### src/rtl/seq_det_sched_pkg.sv
`default_nettype none
// ============================================================================
// Module : seq_det_sched_pkg
// Brief  : Shared state encoding and constants for the seq_det scheduler.
// Rev    : 1.0  initial release
// ============================================================================
package seq_det_sched_pkg;

    typedef enum logic [2:0] {
        ST_IDLE  = 3'd0,
        ST_CLR   = 3'd1,
        ST_SHIFT = 3'd2,
        ST_DRAIN = 3'd3,
        ST_DONE  = 3'd4
    } state_t;

    localparam int          FRAME_BITS = 8;
    // Pattern recognised by the external detector; the scheduler never uses it.
    localparam logic [3:0]  PATTERN    = 4'b1011;

endpackage
`default_nettype wire

### src/rtl/rr_arb2.sv
`default_nettype none
// ============================================================================
// Module : rr_arb2
// Brief  : Two-way round-robin arbiter with a last-served register.
// Rev    : 1.0  initial release
// ============================================================================
module rr_arb2 (
    input  logic       clk,
    input  logic       rst,
    input  logic [1:0] i_req,
    input  logic       i_update,
    output logic [1:0] o_grant
);

    // 1 means R1 was served last, so R0 wins the first tie after reset
    logic r_last;

    always_comb begin
        o_grant = 2'b00;
        case (i_req)
            2'b01:   o_grant = 2'b01;
            2'b10:   o_grant = 2'b10;
            2'b11:   o_grant = r_last ? 2'b01 : 2'b10;
            default: o_grant = 2'b00;
        endcase
    end

    always_ff @(posedge clk or posedge rst) begin
        if (rst) begin
            r_last <= 1'b1;
        end else if (i_update && (|i_req)) begin
            r_last <= o_grant[1];
        end
    end

endmodule
`default_nettype wire

### src/rtl/seq_det_sched.sv
`default_nettype none
// ============================================================================
// Module : seq_det_sched
// Brief  : Serialises arbitrated 8-bit frames into an external "1011"
//          detector and reports the number of hits per frame.
// Rev    : 1.0  initial release
// ============================================================================
module seq_det_sched
    import seq_det_sched_pkg::*;
#(
    parameter int FRAME_BITS = seq_det_sched_pkg::FRAME_BITS
) (
    input  logic       clock,
    input  logic       reset,
    input  logic [1:0] req,
    input  logic [7:0] data0,
    input  logic [7:0] data1,
    output logic [1:0] gnt,
    output logic [1:0] done,
    output logic [1:0] match_cnt,
    output logic       busy,
    output logic       det_din,
    output logic       det_rst,
    input  logic       det_dout
);

    localparam int CW = $clog2(FRAME_BITS + 1);

    state_t          r_state;
    state_t          w_next;
    logic [1:0]      w_grant;
    logic            w_arb_update;
    logic            w_last_bit;
    logic            r_id;
    logic [7:0]      r_shreg;
    logic [CW-1:0]   r_bit_cnt;
    logic [1:0]      r_hit;
    logic [1:0]      r_match_hold;

    assign w_arb_update = (r_state == ST_IDLE) && (|req);
    assign w_last_bit   = (r_bit_cnt == CW'(FRAME_BITS - 1));

    rr_arb2 u_arb (
        .clk      (clock),
        .rst      (reset),
        .i_req    (req),
        .i_update (w_arb_update),
        .o_grant  (w_grant)
    );

    always_ff @(posedge clock or posedge reset) begin
        if (reset) begin
            r_state <= ST_IDLE;
        end else begin
            r_state <= w_next;
        end
    end

    always_comb begin
        w_next = r_state;
        case (r_state)
            ST_IDLE:  if (|req) w_next = ST_CLR;
            ST_CLR:   w_next = ST_SHIFT;
            ST_SHIFT: if (w_last_bit) w_next = ST_DRAIN;
            ST_DRAIN: w_next = ST_DONE;
            ST_DONE:  w_next = ST_IDLE;
            default:  w_next = ST_IDLE;
        endcase
    end

    always_ff @(posedge clock or posedge reset) begin
        if (reset) begin
            r_id         <= 1'b0;
            r_shreg      <= 8'h00;
            r_bit_cnt    <= '0;
            r_hit        <= 2'd0;
            r_match_hold <= 2'd0;
        end else begin
            case (r_state)
                ST_IDLE: begin
                    if (|req) begin
                        r_id    <= w_grant[1];
                        r_shreg <= w_grant[1] ? data1 : data0;
                    end
                end
                ST_CLR: begin
                    r_bit_cnt <= '0;
                    r_hit     <= 2'd0;
                end
                ST_SHIFT: begin
                    r_shreg   <= {r_shreg[6:0], 1'b0};
                    r_bit_cnt <= r_bit_cnt + CW'(1);
                    // The detector output in the first bit slot still reflects the cleared state
                    if (det_dout && (r_bit_cnt != '0) && (r_hit != 2'd3)) begin
                        r_hit <= r_hit + 2'd1;
                    end
                end
                ST_DRAIN: begin
                    if (det_dout && (r_hit != 2'd3)) begin
                        r_hit <= r_hit + 2'd1;
                    end
                end
                ST_DONE: begin
                    r_match_hold <= r_hit;
                end
                default: begin
                    r_hit <= r_hit;
                end
            endcase
        end
    end

    always_comb begin
        gnt       = 2'b00;
        done      = 2'b00;
        if (r_state == ST_CLR) begin
            gnt = r_id ? 2'b10 : 2'b01;
        end
        if (r_state == ST_DONE) begin
            done = r_id ? 2'b10 : 2'b01;
        end
        match_cnt = (r_state == ST_DONE) ? r_hit : r_match_hold;
        busy      = (r_state != ST_IDLE);
        det_din   = (r_state == ST_SHIFT) && r_shreg[7];
        det_rst   = reset || (r_state == ST_CLR);
    end

endmodule
`default_nettype wire

### config.mk
export PLATFORM = sky130hd
export DESIGN_NAME = seq_det_sched
export DESIGN_NICKNAME = d
export VERILOG_FILES = /design/src/rtl/seq_det_sched_pkg.sv /design/src/rtl/rr_arb2.sv /design/src/rtl/seq_det_sched.sv
export SDC_FILE = /design/constraint.sdc
export NUM_CORES = 1
export LEC_CHECK = 0
export ABC_AREA = 0
export BUFFER_PORTS_ARGS = -buffer_cell sky130_fd_sc_hd__buf_2
export CAP_MARGIN = 30
export CORE_MARGIN = 2
export CORE_UTILIZATION = 40
export CTS_BUF_LIST = sky130_fd_sc_hd__clkbuf_16
export DETAILED_ROUTE_END_ITERATION = 16
export PLACE_DENSITY = 0.66
export SLEW_MARGIN = 20
export SYNTH_ARGS = -nofsm -noshare
export SYNTH_HDL_FRONTEND = slang
export SYNTH_HIERARCHICAL = 1
export SYNTH_SLANG_ARGS = --single-unit
### constraint.sdc
create_clock -name clock -period 1.61 [get_ports clock]
set_input_delay 0.0805 -clock clock [delete_from_list [all_inputs] [get_ports clock]]
set_output_delay 0.0805 -clock clock [all_outputs]
set_load 0.005 [all_outputs]
==> out/summary.txt <==
Gp weighted congestion = 0.769
Reg2Reg Setup Slack = 180 ps
Net Sw Power = 1.05 mW
IO Count = 30
Leakage = 0.720 nW
Worst Setup Start Kind = flip-flop
Clock transition at path regs = 60 ps
WHS = 4.25 ps
Dpl cells = 186
MaxCap Viol Count = 0
WP data arrival = 1440 ps
Overall Global Routing Usage = 15.7%
Clock buffer depth = 2
Fmax = 659 MHz
Hold Path End = u_arb/r_last
Period minus WS final = 1520 ps
Post-DP HPWL = 1750 um
Die Y = 59.3 um
CTS tree = built
CP Class = reg -> out
Syn. warnings = 6
Vias in the first global route = 991
Hold_sp = req[0]
Hold path depth = 2
Final Util = 50.6%
Drt via density = 5.24
Ratio of cells with drive above 1 in the final layout = 37.3%
FP Rows = 20
Final period utilization = 94.2%
DR vias = 1000
CP endpoint kind = output port
First-pass GRT wire length = 4170 um
Syn avg cell area = 9.79 um^2
Largest net degree at the start of global routing = 21
WL per Instance = 12.4 um
Syn_nets = 149
Layout Nets = 183
Final setup fails = 0
Global route overflow = 0
Buffers added on ports = 29
Max IR drop VDD = 0.788 mV
CTS Sinks = 21
Post-DRT Antenna Nets = 0
Initial Utilization = 41.1%
Initial DRC count = 22
Fin. Hold Viols = 0
Sequential share of power = 37.3%
Core area = 2980 um^2
Clock Power Share = 19.2%
Area Overhead vs Synth = 23.1%
Max_slew headroom = 74.7%
Pwr Density = 1850 nW/um^2
Slew Viols, Final = 0
Reg-to-reg startpoint = r_bit_cnt[0]
Die width = 59.3 um
Fin Setup TNS = 0 ps
Worst-Margin Slew = 371 ps
Clock latency at the later pin of the worst-skew pair = 260 ps
Switch share = 37.7%
Number of buffers created by CTS = 3
Remaining DRCs = 0
Worst-path maximum fanout = 9
Initial antenna violation count = 0
DIE AREA = 3520 um^2
Comb pwr share = 43.5%
Int Power = 1.74 mW
R2r endpoint = r_hit[1]
DRT Pass-1 Iters = 4
Status = finished, final reports clean
Cells after Synth = 125
Final non-filler cell total = 191
Unrepaired setup endpoints after global routing = no
Routed wire length = 2380 um
CTS HTree Levels = 1
Worst min-delay path class = in -> reg
Worst EP required = 1530 ps
R2R cell count = 6
Critical Path Source = r_state[1]
ANT cells = 0
CTS root buf = clkbuf_16
Worst Skew = 2.47 ps
Post-Syn Area = 1220 um^2
-- layout by cell type (no fill, tap or decap), drive strengths merged, types with 2 or more instances in the layout --
cell type,n
mux2,10
o211ai,7
and3,2
ha,3
or2,2
clkbuf,3
inv,7
o221ai,2
nand2,23
mux2i,3
buf,36
nand3b,2
o21ai,2
and2,2
nand3,9
nor2,5
o31ai,2
xnor2,2
dfrtp,20
-- stage by stage --
stage          worst slack [ps]  power (mW)  area (um^2)
4_1_cts                    28.3        2.80         1500
6_report                   93.1        2.79         1510
2_1_floorplan               169        1.93         1220
3_5_place_dp                156        2.24         1410
3_3_place_gp                182        2.20         1410
5_1_grt                    32.4        3.04         1510
-- worst max-delay path, stage by stage, from the launching register on --
cell and delay (ps):
dfrtp_2 480, nor2_4 160, nand2_1 110, mux2_2 300, buf_2 130
-- layer usage --
metal / vias to the layer above / routed length (um) / share of wire [%] / global-route usage [%]
met5: - / 0 / 0 / 0
met4: 0 / 50 / 2.1 / 7.79
met3: 5 / 88 / 3.7 / 2.62
met2: 24 / 1140 / 48 / 25.0
met1: 470 / 1090 / 46 / 20.5
li1: 501 / - / - / -
-- area by class of cell --
| cell class | instances | area, um^2 |
|---|---|---|
| Fill cell | 286 | 1470 |
| Timing Repair Buffer | 37 | 208 |
| Tap cell | 33 | 41.3 |
| Inverter | 7 | 26.3 |
| Clock inverter | 1 | 5.00 |
| Sequential cell | 21 | 531 |
| Multi-Input combinational cell | 89 | 621 |
| Clock buffer | 3 | 75.1 |
-- timing repair --
action / CTS / global route
endpoints found under the setup margin: 2 / 3
hold endpoints to repair: 21 / 0
buffers inserted: 0 / 0
gates cloned: 0 / 0
gates resized for setup: 3 / 2
hold buffers: 1 / 0
-- registers in the layout, indices dropped and copies added, names as in the netlist --
name          flops
r_hit             2
r_shreg           8
u_arb/r_last      1
r_match_hold      2
r_id              1
r_state           3
r_bit_cnt         4
-- power groups by stage --
stage          Clock, mW  Sequential (mW)  Combinational [mW]
6_report           0.536             1.04                1.21
5_1_grt            0.567             1.07                1.40
4_1_cts            0.547             1.03                1.23
3_5_place_dp           0             1.03                1.21
3_3_place_gp           0             1.01                1.18
2_1_floorplan          0            0.920                1.01
-- how the worst max path moves through the flow --
stage                         to  depth (start not counted)  slack, ps
floorplan                   r_id                          4        170
global placement      r_shreg[2]                          3        180
detailed placement    r_shreg[6]                          3        160
CTS                 match_cnt[0]                          4         30
global route             det_din                          4         30
finish              match_cnt[0]                          4         90
Note: power is estimated with default switching activity, not from simulation.
